File: config.mk
export PLATFORM = sky130hd
export DESIGN_NAME = periodic_read_issuer
export DESIGN_NICKNAME = d
export VERILOG_FILES = /design/src/rtl/periodic_read_issuer.sv
export SDC_FILE = /design/constraint.sdc
export NUM_CORES = 1
export LEC_CHECK = 0
export ABC_AREA = 1
export CORE_MARGIN = 2
export CORE_UTILIZATION = 25
export DETAILED_ROUTE_END_ITERATION = 10
export GPL_ROUTABILITY_DRIVEN = 0
export PLACE_DENSITY_LB_ADDON = 0.1
export SLEW_MARGIN = 5
export SYNTH_ARGS = -nofsm -noshare
export SYNTH_HDL_FRONTEND = slang
export SYNTH_SLANG_ARGS = --single-unit
export TNS_END_PERCENT = 10
File: constraint.sdc
create_clock -name clk -period 4.5 [get_ports clk]
set_clock_uncertainty 0.15 [all_clocks]
set_input_delay 0.675 -clock clk [delete_from_list [all_inputs] [get_ports clk]]
set_output_delay 0.675 -clock clk [all_outputs]
set_load 0.005 [all_outputs]
File: src/rtl/periodic_read_issuer.sv
// Periodic-read initiator: an interval timer triggers a round-robin pick of the next enabled bank,
// then holds a one-hot request to the per-bank command generators until that bank accepts.
module periodic_read_issuer #(
  parameter int NUM_BANKS      = 16,
  parameter int ROW_WIDTH      = 18,
  parameter int INTERVAL_WIDTH = 16,
  parameter int TIMEOUT        = 64,
  parameter int TCQ            = 100
) (
  input  logic                      clk,
  input  logic                      rst_n,
  input  logic                      enable,
  input  logic [INTERVAL_WIDTH-1:0] interval_cfg,
  input  logic [NUM_BANKS-1:0]      bank_mask,
  input  logic                      cfg_open_mode,
  output logic                      per_rd_req,
  output logic [NUM_BANKS-1:0]      inject_select,
  output logic                      inject_open,
  output logic [ROW_WIDTH-1:0]      inject_row,
  input  logic [NUM_BANKS-1:0]      per_rd_accept,
  output logic                      busy,
  output logic                      stall,
  output logic [31:0]               issued_cnt
);

  localparam int BANK_W = $clog2(NUM_BANKS);
  localparam int WAIT_W = $clog2(TIMEOUT + 1);

  typedef enum logic {IDLE = 1'b0, REQ = 1'b1} state_t;

  state_t                    state_r, state_s;
  logic [INTERVAL_WIDTH-1:0] timer_r, timer_s;
  logic [BANK_W-1:0]         last_bank_r, last_bank_s;
  logic [BANK_W-1:0]         sel_bank_r, sel_bank_s;
  logic [ROW_WIDTH-1:0]      row_ptr_r, row_ptr_s;
  logic [WAIT_W-1:0]         wait_cnt_r, wait_cnt_s;
  logic                      req_r, req_s, open_r, open_s, busy_r, busy_s, stall_r, stall_s;
  logic [NUM_BANKS-1:0]      select_r, select_s;
  logic [ROW_WIDTH-1:0]      row_r, row_s;
  logic [31:0]               issued_r, issued_s;
  logic [BANK_W-1:0]         next_bank_s, top_bank_s, cand_s;
  logic                      found_s, fire_s, accept_s;
  logic                      tcq_unused_s;

  // Clock-to-q is a simulation-only notion; keep the parameter referenced for interface compatibility
  assign tcq_unused_s = (TCQ != 32'sd0);

  // Round-robin search from the bank after the last served one, plus highest enabled bank for row wrap
  always_comb begin
    next_bank_s = last_bank_r;
    top_bank_s  = {BANK_W{1'b0}};
    cand_s      = {BANK_W{1'b0}};
    found_s     = 1'b0;
    for (int i = 1; i <= NUM_BANKS; i++) begin
      cand_s      = last_bank_r + BANK_W'(i);
      next_bank_s = (!found_s && bank_mask[cand_s]) ? cand_s : next_bank_s;
      found_s     = found_s | bank_mask[cand_s];
    end
    for (int i = 0; i < NUM_BANKS; i++) begin
      top_bank_s = bank_mask[i] ? BANK_W'(i) : top_bank_s;
    end
  end

  assign fire_s   = (state_r == IDLE) && enable && (timer_r == {INTERVAL_WIDTH{1'b0}})
                    && (bank_mask != {NUM_BANKS{1'b0}});
  assign accept_s = (state_r == REQ) && ((per_rd_accept & select_r) != {NUM_BANKS{1'b0}});

  // Next-state and output computation
  always_comb begin
    state_s     = state_r;
    timer_s     = timer_r;
    last_bank_s = last_bank_r;
    sel_bank_s  = sel_bank_r;
    row_ptr_s   = row_ptr_r;
    wait_cnt_s  = wait_cnt_r;
    req_s       = req_r;
    select_s    = select_r;
    open_s      = open_r;
    row_s       = row_r;
    busy_s      = busy_r;
    stall_s     = stall_r;
    issued_s    = issued_r;
    case (state_r)
      IDLE: begin
        if (fire_s) begin
          state_s    = REQ;
          sel_bank_s = next_bank_s;
          req_s      = 1'b1;
          select_s   = {{(NUM_BANKS-1){1'b0}}, 1'b1} << next_bank_s;
          row_s      = row_ptr_r;
          open_s     = cfg_open_mode;
          busy_s     = 1'b1;
          wait_cnt_s = {WAIT_W{1'b0}};
        end else if (enable && (timer_r != {INTERVAL_WIDTH{1'b0}})) begin
          timer_s = timer_r - {{(INTERVAL_WIDTH-1){1'b0}}, 1'b1};
        end else begin
          timer_s = timer_r;
        end
      end
      REQ: begin
        if (accept_s) begin
          state_s     = IDLE;
          req_s       = 1'b0;
          select_s    = {NUM_BANKS{1'b0}};
          busy_s      = 1'b0;
          stall_s     = 1'b0;
          last_bank_s = sel_bank_r;
          issued_s    = issued_r + 32'd1;
          timer_s     = interval_cfg;
          // The row advances once the sweep has reached the top enabled bank
          if ((bank_mask != {NUM_BANKS{1'b0}}) && (sel_bank_r == top_bank_s)) begin
            row_ptr_s = row_ptr_r + {{(ROW_WIDTH-1){1'b0}}, 1'b1};
          end else begin
            row_ptr_s = row_ptr_r;
          end
        end else begin
          if (wait_cnt_r != WAIT_W'(TIMEOUT)) begin
            wait_cnt_s = wait_cnt_r + {{(WAIT_W-1){1'b0}}, 1'b1};
          end else begin
            wait_cnt_s = wait_cnt_r;
          end
          if (wait_cnt_r == WAIT_W'(TIMEOUT - 1)) begin
            stall_s = 1'b1;
          end else begin
            stall_s = stall_r;
          end
        end
      end
      default: begin
        state_s = IDLE;
      end
    endcase
  end

  // State and registered outputs
  always_ff @(posedge clk) begin
    if (!rst_n) begin
      state_r     <= IDLE;
      timer_r     <= interval_cfg;
      last_bank_r <= BANK_W'(NUM_BANKS - 1);
      sel_bank_r  <= {BANK_W{1'b0}};
      row_ptr_r   <= {ROW_WIDTH{1'b0}};
      wait_cnt_r  <= {WAIT_W{1'b0}};
      req_r       <= 1'b0;
      select_r    <= {NUM_BANKS{1'b0}};
      open_r      <= 1'b0;
      row_r       <= {ROW_WIDTH{1'b0}};
      busy_r      <= 1'b0;
      stall_r     <= 1'b0;
      issued_r    <= 32'd0;
    end else begin
      state_r     <= state_s;
      timer_r     <= timer_s;
      last_bank_r <= last_bank_s;
      sel_bank_r  <= sel_bank_s;
      row_ptr_r   <= row_ptr_s;
      wait_cnt_r  <= wait_cnt_s;
      req_r       <= req_s;
      select_r    <= select_s;
      open_r      <= open_s;
      row_r       <= row_s;
      busy_r      <= busy_s;
      stall_r     <= stall_s;
      issued_r    <= issued_s;
    end
  end

  assign per_rd_req    = req_r;
  assign inject_select = select_r;
  assign inject_open   = open_r;
  assign inject_row    = row_r;
  assign busy          = busy_r;
  assign stall         = stall_r;
  assign issued_cnt    = issued_r;

endmodule

==> results of run 1 <==
-- layout by cell type, fill, tap and decap left out, drive strengths merged, types with 19 or more instances in the layout --
master and count:
a21oi 95, nand3 137, nor3 31, nand2 261, nor2 91, o21ai 83
inv 168, dfxtp 103, xor2 19, nand4 19, clkdlybuf4s50 120
-- cell families (layout without fill, tap and decap cells) --
kind of cell / count (synthesis) / in the layout
buffers and inverters: 192 / 328
and+or+nand+nor: 564 / 564
DFF: 119 / 119
adders and majority gates: 13 / 13
xor gates and xnor gates: 22 / 22
muxes: 1 / 1
AOI/OAI and AO/OA: 215 / 215
-- metal layers --
layer | share of wire | global-route usage | vias to the layer above
met5 | 0.00055 | 0 | -
met4 | 0.016 | 0.0467 | 2
met3 | 0.054 | 0.0354 | 27
met2 | 0.43 | 0.235 | 162
met1 | 0.50 | 0.211 | 3374
li1 | - | - | 3999
-- critical path: cells and delay by family (launching register included) --
family	cells	cell delay, ns
AND/OR/NAND/NOR	17	1.84
AO/OA/AOI/OAI	3	0.49
adder cells (fa/ha/maj)	1	0.47
flip-flops	1	0.54
buffers and inverters	3	0.41
-- area by class of cell --
cell class / instances / area, um2 / share of cell area
clock buffer: 18 / 439 / 0.0447
clock inverter: 14 / 124 / 0.0126
sequential: 119 / 2540 / 0.259
tap: 390 / 488 / 0.0497
inverter: 158 / 603 / 0.0614
multi-input combinational: 815 / 4280 / 0.437
timing repair buffer: 138 / 1330 / 0.136
-- what timing repair did --
| action | 4_1_cts | 5_1_grt |
|---|---|---|
| endpoints found under the setup margin | 0 | 15 |
| resized for setup | 0 | 1 |
| hold endpoints to repair | 0 | 0 |
-- final timing paths --
check        slack (ns)                 to      startpoint
max reg2reg        0.50  inject_select[12]  last_bank_r[2]
max                0.50  inject_select[12]  last_bank_r[2]
min                0.30     issued_cnt[31]  issued_cnt[31]
min reg2reg        0.30     issued_cnt[31]  issued_cnt[31]
-- power by group --
group | internal (W) | switching (W)
combinational | 0.0000931 | 0.000137
sequential | 0.00110 | 0.0000116
clock | 0.000741 | 0.000564
total | 0.00193 | 0.000712
-- state kept, by name, summed over array words and instances (netlist names) --
name and cells:
inject_row 18, last_bank_r 4, inject_select 16, busy 1
wait_cnt_r 7, issued_cnt 32, timer_r 16, row_ptr_r 18
stall 1, inject_open 1, state_r 1, sel_bank_r 4
-- per-stage QoR --
step / total power [W] / setup WS [ns] / instance area (um2) / hold slack, ns
final: 0.00264 / 0.501 / 9810 / 0.298
after global routing: 0.00277 / 0.0279 / 9810 / 0.321
after CTS: 0.00269 / 0.376 / 9810 / 0.302
after detailed placement: 0.00136 / 0.401 / 9250 / 0.291
after global placement: 0.00137 / 0.375 / 9250 / 0.297
after floorplan: 0.00127 / 1.01 / 7600 / 0.294
==> flow_metrics.tcl, run 1 <==
set metrics [dict create \
    global_route_wire_length_before_repair_um 38100 \
    final_antenna_net_count 0 \
    netlist_top_cells_count "sky130_fd_sc_hd__nand2_1, sky130_fd_sc_hd__inv_1, sky130_fd_sc_hd__nand3_1" \
    post_cts_setup_buffers 0 \
    tightest_slew_ns 0.872 \
    dp_cells 1620 \
    syn_nets 1191 \
    crit_path_max_fanout 7 \
    final-setup-viol-count 0 \
    post_synth_num_cell_types 55 \
    synthMuxAreaShare 0.00132 \
    grt_pass1_vias 7425 \
    run_status "finished clean" \
    port_buffers 121 \
    initial_utilization 0.255 \
    drt-wirelength-per-cell_um 14.3 \
    setup_tns_ns 0 \
    htreeDepth 4 \
    count_of_warnings_emitted_by_yosys 0 \
    synth_flop_cell "sky130_fd_sc_hd__dfxtp_1" \
    min_delay_path_depth 1 \
    cts_inserted_buffers 17 \
    synth.most_common_cell "sky130_fd_sc_hd__nand2_1" \
    die_w_um 178 \
    syn_avg_cell_area_um2 6.75 \
    maximum_clock_insertion_buffer_count 2 \
    numClockSinks 119 \
    design.die.area_um2 31800 \
    clk_pin_slew_worst_paths_ns 0.06 \
    vdd.ir_drop.worst_mv 0.140 \
    drive_above_1_share 0.0935 \
    hpwlAfterDp_um 17800 \
    power-per-cell-area_nw_per_um2 269 \
    coreArea_um2 29800 \
    grt_antenna_before_repair 1 \
    cts_root_buf "sky130_fd_sc_hd__clkbuf_16" \
    rows 63 \
    synthXorXnorAreaFrac 0.0303 \
    hold_viol 0 \
    drt_first_iter_violations 358 \
    synth_simple_gate_area_frac 0.350 \
    fin_cells 1652 \
    worstPathCellList "inv_2, ha_2, inv_1, nand3_1, nand2_1, nand2_1, nand2_1, nor2_4, nand4_1, nor2_2, nand2_1, o21ai_0, inv_1, nand2_1, nand2_1, nand2_1, nand2_1, nand3_1, nand3_1, nand2_1, nand2_4, a21oi_2, nand3_1, a21oi_1" \
    start_kind "register" \
    synth_top_family_by_area "simple AND/OR/NAND/NOR gates" \
    worst_r2r_path_depth 24 \
    clock.fmax_mhz 250 \
    globalRouteOverflowTotal 0 \
    timing.final.crit_share 0.889 \
    arrival_ns 4.19 \
    slowest_delay_ns 0.54 \
    hp-class "reg2reg" \
    number_of_fill_cells_in_the_layout 3235 \
    synth_top_cells_by_area "sky130_fd_sc_hd__dfxtp_1, sky130_fd_sc_hd__nand2_1, sky130_fd_sc_hd__nand3_1" \
    critical-path-slowest-cell "sky130_fd_sc_hd__dfxtp_1" \
    synthToLayoutAreaGrowth_pct 29.1 \
    timing.final.crit_period_ns 4.00 \
    vias_per_cell 4.58 \
    detail_route.wirelength_um 23600 \
    share_of_the_core_filled_with_cells 0.329 \
    finalNetCount 1314 \
    share_of_the_yosys_chip_area_belonging_to_registers 0.334 \
    synthesized_area_fraction_occupied_by_adder_cells 0.0214 \
    aggregate_global_route_resource_usage 0.153 \
    ys_ff_latch 119 \
    synth-async-reset-ratio 0 \
    timing.critical_path.mode_cell "sky130_fd_sc_hd__nand2_1" \
    floorplan.die.height_um 178 \
    dr_total_vias 7564 \
    worst-endpoint-required_ns 4.69 \
    compound_gate_fraction_of_synth_area 0.160 \
    grt_max_degree 53 \
    rsz0062_at_grt "no" \
    num_antenna_cells 0 \
    leakagePower_nw 3.81 \
    number_of_enable_flip_flop_cells_after_synthesis 16 \
    synthDominantAreaCellType "sky130_fd_sc_hd__dfxtp_1" \
    worstSkewPairLatency_ns 0.42 \
    netlist_instances 1126 \
    num_io_pins 122 \
    cts_hold_buffers 0 \
    setup.worst_path.end_class "register" \
    drt_drc_violations_left 0 \
    tritoncts "done" \
    timing.final.max_slew_violations 0 \
    post_synth_instance_area_um2 7600 \
    timing_worst_setup_path_type "reg2reg" \
    reported_max_cap_violation_count 0 \
    synth.top_cell.area_share 0.271 \
    drt_pre_antenna_iters 6 \
    slew-limit-headroom 0.417 \
]
No activity file was read; power rests on OpenSTA's default activity.
==> run 2: changes to the inputs <==
PLACE_DENSITY_LB_ADDON = 0.12   (was 0.1)
==> flow_metrics.tcl, run 2 (synthesis results as in run 1) <==
set metrics [dict create \
    run_status "finished clean" \
    min_delay_path_depth 1 \
    coreArea_um2 29800 \
    drt-wirelength-per-cell_um 14.4 \
    clk_pin_slew_worst_paths_ns 0.06 \
    global_route_wire_length_before_repair_um 37900 \
    largest_register_ff_count 32 \
    regToRegSetupSlack_ns 0.54 \
    timing_worst_setup_path_type "reg2reg" \
    worstSkewPairLatency_ns 0.41 \
    numClockSinks 119 \
    drt_first_iter_violations 441 \
    vias_per_cell 4.61 \
    rows 63 \
    worst_r2r_path_depth 26 \
    timing.final.crit_period_ns 3.96 \
    finalNetCount 1314 \
    leakagePower_nw 3.83 \
    num_io_pins 122 \
    synthToLayoutAreaGrowth_pct 29.8 \
    hold_viol 0 \
    tightest_slew_ns 0.633 \
    setup_tns_ns 0 \
    slew-limit-headroom 0.578 \
    clock.fmax_mhz 252 \
    design.die.area_um2 31800 \
    final-setup-viol-count 0 \
    tritoncts "done" \
    htreeDepth 4 \
    reported_max_cap_violation_count 0 \
    final_antenna_net_count 0 \
    power-per-cell-area_nw_per_um2 282 \
    aggregate_global_route_resource_usage 0.152 \
    share_of_the_core_filled_with_cells 0.331 \
    grt_max_degree 64 \
    drt_pre_antenna_iters 6 \
    port_buffers 121 \
    detail_route.wirelength_um 23700 \
    worst-endpoint-required_ns 4.68 \
    globalRouteOverflowTotal 0 \
    dr_total_vias 7610 \
    initial_utilization 0.255 \
    reg2reg_to "inject_select[0]" \
    vdd.ir_drop.worst_mv 0.208 \
    hold_path_startpoint "issued_cnt[31]" \
    die_w_um 178 \
    start_kind "register" \
    hpwlAfterDp_um 17700 \
    grt_pass1_vias 7244 \
    drive_above_1_share 0.0935 \
    crit_path_max_fanout 25 \
    arrival_ns 4.15 \
    maximum_clock_insertion_buffer_count 2 \
    hold_path_end "issued_cnt[31]" \
    timing.final.max_slew_violations 0 \
    reg_to_reg_startpoint "last_bank_r[0]" \
    num_antenna_cells 0 \
    mostFrequentLayoutCell "sky130_fd_sc_hd__nand2_1" \
    drt_drc_violations_left 0 \
    rsz0062_at_grt "no" \
    floorplan.die.height_um 178 \
    hp-class "reg2reg" \
    timing.final.crit_share 0.881 \
    final_cell_mix "sky130_fd_sc_hd__nand2_1, sky130_fd_sc_hd__inv_1, sky130_fd_sc_hd__nand3_1" \
    cts_root_buf "sky130_fd_sc_hd__clkbuf_16" \
    cts_inserted_buffers 17 \
    grt_antenna_before_repair 1 \
    setup.worst_path.end_class "register" \
]
-- run 2: area by class of cell --
type,instances,area (um2)
clock buffers,19,464
clock inverters,13,158
fillers,3234,19900
inverters,158,603
multi-input cells,815,4280
flip-flops and latches,119,2540
well taps,390,488
repair buffers,138,1330
-- run 2: power by group --
group / total (W) / internal (W) / switching, W
logic: 0.000230 / 0.0000942 / 0.000136
registers: 0.00111 / 0.00110 / 0.0000119
clock network: 0.00145 / 0.000881 / 0.000564
-- run 2: worst max-delay path by stage --
stage | slack (ns) | from | end | depth (start not counted)
final | 0.54 | last_bank_r[0] | inject_select[0] | 26
after global placement | 0.32 | last_bank_r[2] | inject_select[12] | 24
after CTS | 0.34 | last_bank_r[2] | inject_select[0] | 24
after detailed placement | 0.36 | last_bank_r[2] | inject_select[0] | 24
after global routing | 0.06 | last_bank_r[2] | inject_select[8] | 25
after floorplan | 1.01 | last_bank_r[1] | inject_select[3] | 27
-- run 2: per-stage QoR --
| step | setup slack [ns] | area (um2) | instances | hold WS [ns] | power (W) |
|---|---|---|---|---|---|
| after floorplan | 1.01 | 7600 | 1126 | 0.294 | 0.00127 |
| final | 0.536 | 9870 | 1652 | 0.313 | 0.00278 |
| after global routing | 0.0614 | 9870 | 1652 | 0.363 | 0.00290 |
| after CTS | 0.335 | 9870 | 1652 | 0.315 | 0.00283 |
| after global placement | 0.324 | 9250 | 1620 | 0.301 | 0.00136 |
| after detailed placement | 0.361 | 9250 | 1620 | 0.296 | 0.00136 |
-- run 2: metal layers --
metal / vias up / GRT usage / part of all wire
met5: - / 0 / 0.00029
met2: 151 / 0.237 / 0.43
li1: 3990 / - / -
met3: 21 / 0.0332 / 0.048
met1: 3446 / 0.211 / 0.51
met4: 2 / 0.0373 / 0.013
-- run 2: worst max-delay path, cell delays in order (launching register included) --
cell and delay (ns):
sky130_fd_sc_hd__dfxtp_1 0.39, sky130_fd_sc_hd__buf_4 0.33, sky130_fd_sc_hd__ha_1 0.24, sky130_fd_sc_hd__nand2_2 0.06, sky130_fd_sc_hd__nand2_2 0.24, sky130_fd_sc_hd__inv_2 0.15, sky130_fd_sc_hd__nand3_2 0.11, sky130_fd_sc_hd__nand2_2 0.06
sky130_fd_sc_hd__nand2_2 0.10, sky130_fd_sc_hd__nand2_4 0.09, sky130_fd_sc_hd__nor2_4 0.19, sky130_fd_sc_hd__nand4_1 0.13, sky130_fd_sc_hd__nor2_2 0.21, sky130_fd_sc_hd__nand4_1 0.14, sky130_fd_sc_hd__nor2_2 0.21, sky130_fd_sc_hd__nand2_1 0.09
sky130_fd_sc_hd__nand2_1 0.06, sky130_fd_sc_hd__inv_1 0.04, sky130_fd_sc_hd__nand2_1 0.07, sky130_fd_sc_hd__nand2_1 0.05, sky130_fd_sc_hd__nand2_1 0.05, sky130_fd_sc_hd__nand2_1 0.05, sky130_fd_sc_hd__nand2_1 0.11, sky130_fd_sc_hd__nand2_1 0.07
sky130_fd_sc_hd__nand2_1 0.24, sky130_fd_sc_hd__nand3_1 0.12, sky130_fd_sc_hd__a21oi_1 0.13
-- run 2: timing repair --
action,4_1_cts,5_1_grt
gates resized for setup,0,1
setup endpoints to repair,0,17
hold buffers,0,0
setup buffers,0,0
